--- config.mk ---
export PLATFORM = sky130hd
export DESIGN_NAME = note_sequencer
export DESIGN_NICKNAME = d
export VERILOG_FILES = /design/src/rtl/note_seq_pkg.sv /design/src/rtl/note_sequencer_tick_gen.sv /design/src/rtl/note_sequencer.sv
export SDC_FILE = /design/constraint.sdc
export NUM_CORES = 2
export LEC_CHECK = 0
export BUFFER_PORTS_ARGS = -buffer_cell sky130_fd_sc_hd__buf_2
export CORE_MARGIN = 5
export CORE_UTILIZATION = 55
export DETAILED_ROUTE_END_ITERATION = 8
export PLACE_DENSITY = 0.66
export SLEW_MARGIN = 10
export SYNTH_ARGS = -nofsm -noshare
export SYNTH_HDL_FRONTEND = slang
export SYNTH_SLANG_ARGS = --single-unit
--- constraint.sdc ---
create_clock -name sys_clk -period 5.13 [get_ports sys_clk]
set_clock_uncertainty 0.1 [all_clocks]
set_input_delay 1.2825 -clock sys_clk [delete_from_list [all_inputs] [get_ports sys_clk]]
set_output_delay 1.2825 -clock sys_clk [all_outputs]
set_load 0.01 [all_outputs]
--- src/rtl/note_seq_pkg.sv ---
// note_seq_pkg
//   Shared definitions for the note sequencer: command byte codes received
//   over the UART byte stream, and the state encodings of the command parser
//   and of the score player.
package note_seq_pkg;

    // Command bytes (only meaningful while the parser is in P_CMD)
    localparam logic [7:0] CMD_PLAY_ONCE = 8'h01;
    localparam logic [7:0] CMD_PLAY_LOOP = 8'h02;
    localparam logic [7:0] CMD_STOP      = 8'h03;
    localparam logic [7:0] CMD_CLEAR     = 8'h04;
    localparam logic [7:0] CMD_LOAD      = 8'h10;

    // Command parser: P_CMD waits for a command, the other three collect the
    // payload of a LOAD frame (note, dur high byte, dur low byte).
    typedef enum logic [1:0] {
        P_CMD  = 2'd0,
        P_NOTE = 2'd1,
        P_DHI  = 2'd2,
        P_DLO  = 2'd3
    } parse_state_t;

    // Score player
    typedef enum logic [1:0] {
        IDLE  = 2'd0,
        FETCH = 2'd1,
        NOTE  = 2'd2,
        GAP   = 2'd3
    } play_state_t;

endpackage

--- src/rtl/note_sequencer_tick_gen.sv ---
// tick_gen
//   Free-running prescaler producing a one-cycle clock-enable pulse every
//   CLK_FREQ/TICK_HZ cycles of sys_clk. It is never restarted by commands,
//   so the phase of the tick relative to a note start is arbitrary.
//
// Ports
//   sys_clk  in   system clock
//   sys_rst  in   asynchronous reset, active high (prescaler to 0)
//   tick     out  one-cycle enable pulse, last cycle of each prescaler period
module tick_gen #(
    parameter int CLK_FREQ = 12000000,
    parameter int TICK_HZ  = 1000
) (
    input  logic sys_clk,
    input  logic sys_rst,
    output logic tick
);

    // A divide ratio below 1 would be meaningless; clamp so tick is simply
    // asserted every cycle in that case.
    localparam int DIV = (CLK_FREQ / TICK_HZ < 1) ? 1 : CLK_FREQ / TICK_HZ;
    localparam int CW  = (DIV > 1) ? $clog2(DIV) : 1;
    localparam logic [CW-1:0] LAST = CW'(DIV - 1);

    logic [CW-1:0] cnt;

    always_ff @(posedge sys_clk or posedge sys_rst) begin
        if (sys_rst) begin
            cnt <= '0;
        end else if (cnt == LAST) begin
            cnt <= '0;
        end else begin
            cnt <= cnt + CW'(1);
        end
    end

    assign tick = (cnt == LAST);

endmodule

--- src/rtl/note_sequencer.sv ---
// note_sequencer
//   Score player for the beeper path. A byte command stream (from the UART
//   receiver) loads {note, duration} entries into an internal score RAM and
//   starts/stops playback, once or looped. Durations are counted in ticks of
//   a free-running clock-enable; everything runs on sys_clk.
//
// Parameters
//   CLK_FREQ   sys_clk frequency in Hz
//   TICK_HZ    duration unit rate (1000 -> 1 ms ticks)
//   DEPTH      score RAM entries, power of two, >= 2
//   NOTE_W     tone code width, <= 8
//   DUR_W      duration width in ticks, <= 16
//   GAP_TICKS  silent ticks after each played note, 0 disables the gap
//
// Ports
//   sys_clk    in   the only clock
//   sys_rst    in   asynchronous reset, active high
//   cmd_valid  in   one-cycle strobe, one byte per strobe
//   cmd_data   in   command or payload byte
//   tone_en    out  Beeper tone enable
//   tone       out  Beeper tone code (held while silent)
//   busy       out  high while playing
//   done       out  one-cycle pulse at the end of a one-shot playback
//   err        out  one-cycle pulse when a LOAD frame is dropped
//   score_len  out  number of loaded entries
module note_sequencer #(
    parameter int CLK_FREQ  = 12000000,
    parameter int TICK_HZ   = 1000,
    parameter int DEPTH     = 128,
    parameter int NOTE_W    = 5,
    parameter int DUR_W     = 16,
    parameter int GAP_TICKS = 10
) (
    input  logic                     sys_clk,
    input  logic                     sys_rst,
    input  logic                     cmd_valid,
    input  logic [7:0]               cmd_data,
    output logic                     tone_en,
    output logic [NOTE_W-1:0]        tone,
    output logic                     busy,
    output logic                     done,
    output logic                     err,
    output logic [$clog2(DEPTH):0]   score_len
);

    import note_seq_pkg::*;

    localparam int AW = $clog2(DEPTH);
    localparam int LW = AW + 1;
    localparam int EW = NOTE_W + DUR_W;
    localparam logic [LW-1:0] FULL     = LW'(DEPTH);
    localparam logic [15:0]   GAP_LAST = 16'(GAP_TICKS);

    // ------------------------------------------------------------------
    // Tick prescaler
    // ------------------------------------------------------------------
    logic tick;

    tick_gen #(
        .CLK_FREQ (CLK_FREQ),
        .TICK_HZ  (TICK_HZ)
    ) u_tick_gen (
        .sys_clk (sys_clk),
        .sys_rst (sys_rst),
        .tick    (tick)
    );

    // ------------------------------------------------------------------
    // Command decode
    // ------------------------------------------------------------------
    parse_state_t       p_st;
    logic [NOTE_W-1:0]  note_buf;
    logic [7:0]         dhi_buf;
    logic [15:0]        dur_full;
    logic [DUR_W-1:0]   dur_in;

    logic cmd_now;
    logic play_once_cmd;
    logic play_loop_cmd;
    logic play_cmd;
    logic stop_cmd;
    logic load_last;
    logic load_ok;

    // Command codes only count in P_CMD; inside a LOAD frame they are payload.
    assign cmd_now       = cmd_valid && (p_st == P_CMD);
    assign play_once_cmd = cmd_now && (cmd_data == CMD_PLAY_ONCE);
    assign play_loop_cmd = cmd_now && (cmd_data == CMD_PLAY_LOOP);
    assign play_cmd      = play_once_cmd || play_loop_cmd;
    assign stop_cmd      = cmd_now && (cmd_data == CMD_STOP);

    assign dur_full  = {dhi_buf, cmd_data};
    assign dur_in    = dur_full[DUR_W-1:0];
    assign load_last = cmd_valid && (p_st == P_DLO);
    // The score is frozen while playing so the player's view of score_len
    // and RAM contents cannot change under it.
    assign load_ok   = load_last && !busy && (score_len != FULL);

    always_ff @(posedge sys_clk or posedge sys_rst) begin
        if (sys_rst) begin
            p_st      <= P_CMD;
            note_buf  <= '0;
            dhi_buf   <= '0;
            score_len <= '0;
            err       <= 1'b0;
        end else begin
            err <= 1'b0;
            if (cmd_valid) begin
                case (p_st)
                    P_CMD: begin
                        if (cmd_data == CMD_LOAD) begin
                            p_st <= P_NOTE;
                        end else if (cmd_data == CMD_CLEAR && !busy) begin
                            score_len <= '0;
                        end
                    end
                    P_NOTE: begin
                        note_buf <= cmd_data[NOTE_W-1:0];
                        p_st     <= P_DHI;
                    end
                    P_DHI: begin
                        dhi_buf <= cmd_data;
                        p_st    <= P_DLO;
                    end
                    P_DLO: begin
                        p_st <= P_CMD;
                        if (load_ok) begin
                            score_len <= score_len + LW'(1);
                        end else begin
                            err <= 1'b1;
                        end
                    end
                    default: p_st <= P_CMD;
                endcase
            end
        end
    end

    // ------------------------------------------------------------------
    // Score RAM (not reset, synchronous read)
    // ------------------------------------------------------------------
    logic [EW-1:0]     ram [DEPTH];
    logic [EW-1:0]     rd_data;
    logic [AW-1:0]     rd_addr;
    logic [NOTE_W-1:0] rd_note;
    logic [DUR_W-1:0]  rd_dur;

    always_ff @(posedge sys_clk) begin
        if (load_ok) begin
            ram[score_len[AW-1:0]] <= {note_buf, dur_in};
        end
        rd_data <= ram[rd_addr];
    end

    assign rd_note = rd_data[EW-1:DUR_W];
    assign rd_dur  = rd_data[DUR_W-1:0];

    // ------------------------------------------------------------------
    // Player
    // ------------------------------------------------------------------
    play_state_t      pl_st;
    logic [AW-1:0]    idx;
    logic             loop_mode;
    logic [15:0]      tcnt;
    logic [DUR_W-1:0] cur_dur;

    logic last;
    logic note_end;
    logic adv;

    assign last     = ({1'b0, idx} == (score_len - LW'(1)));
    assign note_end = (pl_st == NOTE) && (tcnt == 16'(cur_dur));

    // Leave the current entry: silent entry skipped straight from FETCH,
    // note end with no gap configured, or gap finished.
    assign adv = ((pl_st == FETCH) && (rd_dur == '0))
              || (note_end && (GAP_TICKS == 0))
              || ((pl_st == GAP) && (tcnt == GAP_LAST));

    // The read address is the index the player is about to enter FETCH
    // with, so the RAM word is already registered during the FETCH cycle.
    assign rd_addr = (play_cmd || last) ? '0 : idx + AW'(1);

    always_ff @(posedge sys_clk or posedge sys_rst) begin
        if (sys_rst) begin
            pl_st     <= IDLE;
            idx       <= '0;
            loop_mode <= 1'b0;
            tcnt      <= '0;
            cur_dur   <= '0;
            tone      <= '0;
            tone_en   <= 1'b0;
            busy      <= 1'b0;
            done      <= 1'b0;
        end else begin
            done <= 1'b0;
            if (stop_cmd) begin
                pl_st   <= IDLE;
                tone_en <= 1'b0;
                busy    <= 1'b0;
            end else if (play_cmd) begin
                tone_en <= 1'b0;
                if (score_len == '0) begin
                    // Nothing to play: report completion immediately.
                    pl_st <= IDLE;
                    busy  <= 1'b0;
                    done  <= 1'b1;
                end else begin
                    pl_st     <= FETCH;
                    idx       <= '0;
                    loop_mode <= play_loop_cmd;
                    busy      <= 1'b1;
                end
            end else if (adv) begin
                tone_en <= 1'b0;
                if (!last) begin
                    idx   <= idx + AW'(1);
                    pl_st <= FETCH;
                end else if (loop_mode) begin
                    idx   <= '0;
                    pl_st <= FETCH;
                end else begin
                    pl_st <= IDLE;
                    busy  <= 1'b0;
                    done  <= 1'b1;
                end
            end else begin
                case (pl_st)
                    FETCH: begin
                        // dur==0 never gets here (handled by adv)
                        tone    <= rd_note;
                        cur_dur <= rd_dur;
                        tcnt    <= '0;
                        tone_en <= 1'b1;
                        pl_st   <= NOTE;
                    end
                    NOTE: begin
                        if (note_end) begin
                            tone_en <= 1'b0;
                            tcnt    <= '0;
                            pl_st   <= GAP;
                        end else if (tick) begin
                            tcnt <= tcnt + 16'd1;
                        end
                    end
                    GAP: begin
                        if (tick) begin
                            tcnt <= tcnt + 16'd1;
                        end
                    end
                    default: ;
                endcase
            end
        end
    end

endmodule

* Word-level counts from Yosys, hierarchy flattened
Memories as Yosys holds them, arrays and structs flattened. A register that Yosys moved wholly into a read port is not among the register bits.
Cells that the tools add are included.
** Operators by class
- Mux-type cells :: 46
- Bitwise logic cells :: 4
- Eq/ne operators :: 24
- Add/sub/neg operators :: 5
- Reduce and logical (&&, ||, !) cells :: 34
** Operator list (count)
- 16-bit one-hot mux with 3 select lines :: 1
- 7-bit two-way mux :: 6
- 16-bit two-way mux :: 2
- 1-bit two-way mux :: 24
- 8-bit two-way mux :: 3
- 16-bit by 1-bit adder with 16-bit output (second input constant) :: 1
- 16-bit equality test :: 1
- 16-bit by 4-bit equality test with 1-bit output (second input constant) :: 1
- 8-bit by 2-bit equality test with 1-bit output (second input constant) :: 2
- 16-bit logical NOT :: 1
- 8-bit one-hot mux with 2 select lines :: 1
- 14-bit by 1-bit adder with 14-bit output (second input constant) :: 1
- 14-bit equality test (second input constant) :: 1
- 14-bit two-way mux :: 1
- 4-bit AND reduction :: 3
- 1-bit logical AND :: 11
- 2-bit two-way mux :: 5
- 3-bit nonzero test :: 3
- 8-bit by 1-bit adder with 8-bit output (second input constant) :: 1
- 2-bit equality test (second input constant) :: 4
- 7-bit by 8-bit equality test with 1-bit output :: 1
- 8-bit by 1-bit equality test with 1-bit output (second input constant) :: 1
- 8-bit by 3-bit equality test with 1-bit output (second input constant) :: 1
- 8-bit by 5-bit equality test with 1-bit output (second input constant) :: 1
- other kinds (21) :: 36
** Word-level totals
- Memories kept :: 1
- Output and inout port bits :: 17
- Logic and storage cells :: 129
- Bits of input ports :: 11
- Register bits :: 88
- Bits in writable memories :: 2688
** Memory list
- ram :: words 128, width 21, rd ports 1, clocked after memory_dff 1, wr ports 1, RTL line note_sequencer.sv:142 : logic [EW-1:0] ram [DEPTH];

* Logic depth before layout (Yosys ltp)
- Depth after elaboration :: 7
- Depth in mapped cells :: 20

* Cells and area by module
From an unflattened synthesis, not the netlist that was laid out.
** Unflattened totals
- Cells, all modules :: 7322
- Area total of the unflattened synthesis :: 110183.2 um^2
** By module, submodules not included
- note_sequencer :: area each 109481.3 um^2, instances 1, cells each 7256
- tick_gen :: area each 701.9 um^2, instances 1, cells each 66

* Least setup slack after synthesis
OpenSTA, ideal clock, no wires.
- Path type :: in2reg
- Start point :: in cmd_valid
- End point :: mem ram[96][0] (netlist name) (enable)
- Path slack :: 0.529 ns
- Setup time :: 0.452 ns
- Stages :: 4
- Path buffers :: 1
- Data arrival time :: 4.048 ns
- Path through :: clkbuf_1 > nand2_1 > or2_2 > nor4_1
** Between the ends
- Cells in the longest elaborated chain, start to end :: 5
** Ends and longest elaborated chain
- start, declared :: RTL line note_sequencer.sv:36 : input logic cmd_valid,
- 1-bit logical AND :: RTL line note_sequencer.sv:94 : assign load_last = cmd_valid && (p_st == P_DLO);
- 1-bit logical AND (2 in a row) :: RTL line note_sequencer.sv:97 : assign load_ok = load_last && !busy && (score_len != FULL);
- 1-bit two-way mux :: RTL line note_sequencer.sv:149 : if (load_ok) begin
- 1-bit two-way mux (implied by the code) :: RTL line note_sequencer.sv:150 : ram[score_len[AW-1:0]] <= {note_buf, dur_in};
- end, declared :: RTL line note_sequencer.sv:142
No other way between the ends.

* Final worst setup path
- Start point :: reg score_len[1]
- End point :: reg rd_data[14], read port of ram
** Between the ends
- Cells in the longest elaborated chain, start to end :: 4
** Ends and longest elaborated chain
- start, declared :: RTL line note_sequencer.sv:43 : output logic [$clog2(DEPTH):0] score_len
- start signal, assigned :: RTL line note_sequencer.sv:128 : score_len <= score_len + LW'(1);
- 8-bit by 1-bit subtractor with 8-bit output :: RTL line note_sequencer.sv:171 : assign last = ({1'b0, idx} == (score_len - LW'(1)));
- 7-bit by 8-bit equality test with 1-bit output :: RTL line note_sequencer.sv:171
- 1-bit logical OR :: RTL line note_sequencer.sv:182 : assign rd_addr = (play_cmd || last) ? '0 : idx + AW'(1);
- 7-bit two-way mux :: RTL line note_sequencer.sv:182
- end, declared :: RTL line note_sequencer.sv:143 : logic [EW-1:0] rd_data;
No other way between the ends.
A chain may end at the register's enable or synchronous reset.

==> impl_summary.log <==
INFO  metric finalCriticalPeriod = around 5.2 ns
INFO  metric worst_slack = -0.0873 ns
INFO  metric power.ir.vdd_worst = 0.390 mV
INFO  metric floorplan.core_area = about 0.2 mm2
INFO  metric finalCritPeriodShare = 102%
INFO  metric ys.warnings.count = 0
INFO  metric main_combinational_cell_family_by_area_after_synthesis = compound AO/OA/AOI/OAI gates
INFO  metric drive_above_1_share = a little over a fifth
INFO  metric yosysSeqAreaShare = between 70% and 80%
INFO  metric number_of_antenna_violations_at_the_first_check_in_global_routing = 52
INFO  metric synth_area_per_cell = around 15 um2
INFO  metric yosys_register_bits = roughly 2,800
INFO  metric grt_setup_unrepaired = no
INFO  metric synth.cells.most_frequent = 2,688 x edfxtp_1, 748 x nand2_1, 371 x nor2_1
INFO  metric place.gp.congestion = 1.04
INFO  metric mappedNetlistArea = 0.110 mm2
INFO  metric floorplan.rows = 164
INFO  metric synth-simple-area-share = 7.36%
INFO  metric timing.hold.worst_path_depth = 1
INFO  metric r2r_cells = 15
INFO  metric static_leak = 44.3 nW
INFO  metric dr_drc_count = 0
INFO  metric synth_enable_flop_cells = 2,688
INFO  metric vias_in_the_first_global_route = 73,000
INFO  metric maxClockFrequency = 0.192 GHz
INFO  metric regToRegEndpoint = rd_data[14]
INFO  metric clk-insertion-delay-late = 0.96 ns
INFO  metric detailedPlace.worstSlack = -0.750 ns
INFO  metric drt_pass1_iterations = 9
INFO  metric worst_hold_path_type = register to register
INFO  metric synth_top_cells_by_area = edfxtp_1 73%, nand2_1 2.5%, dfrtp_1 2.0%
INFO  metric total_negative_slack_for_setup_checks = -0.125 ns
INFO  metric violated_checks = setup timing
INFO  metric synth_flop_cell = edfxtp_1
INFO  metric rr_startpoint = score_len[1]
INFO  metric syn2layout_area_growth = 19.5%
INFO  metric fillers = approximately 14,000
INFO  metric final_nets = 8,023
INFO  metric cts_tree = yes
INFO  metric ios = 28
INFO  metric route.detailed.wl_per_inst = between 40 and 50 um
INFO  metric cts.path.max_buffers = 4
INFO  metric regToRegSetupSlack = -0.09 ns
INFO  metric final-setup-viol-count = 2
INFO  metric synth_async_sr_flop_share = under 10%
INFO  metric clock_sink_count = 2,797
INFO  metric critical_path_arrival = 5.84 ns
INFO  metric grt_first_pass_wirelength = approximately 600,000 um
INFO  metric synth-adder-area-share = less than 1%
INFO  metric max_cap_viol_count = 0
INFO  metric hold_path_startpoint = u_tick_gen.cnt[4]
INFO  metric synth_top_area_cell = edfxtp_1
INFO  metric cts_root_buffer = clkbuf_16
INFO  metric grt-ovfl-total = 0
INFO  metric die_h = around 460 um
INFO  metric start_util = 55.2%
INFO  metric synthDistinctLibCells = 95
INFO  metric route.vias.total = approximately 80,000
INFO  metric max_slew.worst_pin.slew = 1.39 ns
INFO  metric grt_max_degree = 100
INFO  metric detailedPlacementHpwl = around 290,000 um
INFO  metric synth.net_count = 7,214
INFO  metric crit_path_kind = register to register
INFO  metric cp_data_required_time = 5.75 ns
INFO  metric pwr_density_cell = 431 mW/mm2
INFO  metric hold-path-endpoint = u_tick_gen.cnt[4]
INFO  metric numPortBuffers = 27
INFO  metric route.final.wire_length = 453,000 um
INFO  metric yosys.cell_count.top_type = edfxtp_1
INFO  metric slew_violations = 0
INFO  metric h-tree-depth = 5
INFO  metric path_max_fanout = 9
INFO  metric design.die.area = 0.210 mm2
INFO  metric die-width = 458 um
INFO  metric synth-compound-area-share = between 10% and 20%
INFO  metric syn_inst = 7,192
INFO  metric cts_made_buffers = 301
INFO  metric relative_slew_slack = approximately 7%
INFO  metric ant_nets = 0
INFO  metric worst_setup_path_end_kind = register
INFO  metric synth_top_area_share = 73.2%
INFO  metric synth-xor-area-share = 0.444%
INFO  metric status = finished with violations
INFO  metric final-hold-violation-count = 0
INFO  metric setup.worst_path.start_class = register
INFO  metric vias_per_cell = a little over 7
INFO  metric clock_transition_at_the_registers_of_the_reported_paths = 0.06 ns
INFO  metric synth.mux.area_fraction = under 10%
INFO  metric track_usage = 42.4%
INFO  metric drt_iter0_markers = 15,200
INFO  metric cts_hold_repair.buffers = 0
==> per-stage QoR <==
stage | area (um2) | util, % | total power, mW | cells | hold WS, ns
2_1_floorplan | 110000 | - | 31.2 | 7192 | 0.339
3_3_place_gp | 122000 | 61.3 | 35.8 | 10300 | 0.360
3_5_place_dp | 122000 | 61.3 | 36.0 | 10300 | 0.363
4_1_cts | 132000 | 65.9 | 56.3 | 10900 | 0.371
5_1_grt | 132000 | 66.0 | 57.7 | 10900 | 0.415
6_report | 132000 | 66.0 | 56.8 | 10900 | 0.376
==> area by class of cell <==
class,instances,area [um2],share of cell area (%)
antenna,35,87.6,0.0665
clock buffer,384,8140,6.18
clock inverter,120,1050,0.799
inverter,23,96.3,0.0731
multi-input combinational,3859,25300,19.2
sequential,2797,83400,63.3
tap,2656,3320,2.52
timing repair buffer,1019,10400,7.87
==> where the power goes <==
group	total, mW	switching, mW	leakage [nW]	internal [mW]
sequential	28.9	1.58	25.5	27.3
combinational	7.06	5.27	14.3	1.79
clock	20.8	8.77	4.49	12.1
total	56.8	15.6	44.3	41.2
==> worst max-delay path by stage <==
stage / from / end / cells after the start
floorplan: cmd_valid / ram[96][0] / 4
global placement: cmd_data[3] / rd_data[4] / 15
detailed placement: cmd_data[3] / rd_data[8] / 14
CTS: score_len[0] / rd_data[5] / 15
global route: score_len[0] / rd_data[6] / 16
finish: score_len[1] / rd_data[14] / 15
==> logic make-up after synthesis <==
family | Yosys count
buffers and inverters | 536
adder cells (fa/ha/maj) | 11
multiplexers | 283
AO/OA/AOI/OAI | 1719
XOR/XNOR | 55
AND/OR/NAND/NOR | 1791
flip-flops | 2797
==> cell usage in the layout (no fill, tap or decap), types with 25 or more instances in the layout <==
master and instances:
a21oi_1 190, o21ai_0 228, buf_4 778, or3_1 42, o221ai_1 248, mux2i_1 159, nand3_1 217, nand2_1 743
a32oi_1 47, dfrtp_1 74, a221oi_1 57, clkbuf_16 309, nor2_1 227, a211oi_1 162, a2bb2oi_1 29, mux2_2 84
o211ai_1 67, diode_2 35, nand4_1 41, a22oi_1 55, nor2_2 137, o31ai_1 28, nor4_1 28, edfxtp_1 2688
clkinv_2 38, and3_1 122, a31oi_1 166, xnor2_1 29, mux4_2 40, nor3_1 92, clkbuf_1 62, buf_12 221
clkinv_1 48, o22ai_1 176, o2111ai_1 25
==> critical path, cell delays in order (launching register included) <==
cell	delay (ns)
dfrtp_1	0.37
inv_1	0.16
ha_1	0.39
o21ai_0	0.14
nor4b_1	0.17
buf_4	0.17
o311a_4	0.46
buf_4	0.22
buf_4	0.19
nor2_1	0.77
buf_4	0.36
a2bb2oi_1	0.09
a222oi_1	0.28
o221ai_1	0.17
a31oi_1	0.53
o22ai_1	0.36
==> per-layer routing <==
layer	vias to the layer above	part of all wire, %	GRT usage, %
met5	-	0.061	0
met4	40	7.1	24.3
met3	1439	16	16.7
met2	7320	42	59.3
met1	39600	34	56.7
li1	30500	-	-
==> repair_timing <==
item                                    4_1_cts  5_1_grt
endpoints found under the setup margin        5       11
setup buffers                                 4        2
resized for setup                             6        7
pin swaps                                     1        1
==> flip-flops by register name (all words and copies together), names as in the netlist <==
| name | cells |
|---|---|
| p_st | 2 |
| pl_st | 2 |
| score_len | 8 |
| dhi_buf | 8 |
| err | 1 |
| rd_data | 21 |
| u_tick_gen.cnt | 14 |
| note_buf | 5 |
| tone_en | 1 |
| tone | 5 |
| tcnt | 16 |
| loop_mode | 1 |
| idx | 7 |
| cur_dur | 16 |
| done | 1 |
| busy | 1 |
| ram | 2688 |
(Power assumes the default switching activity.)
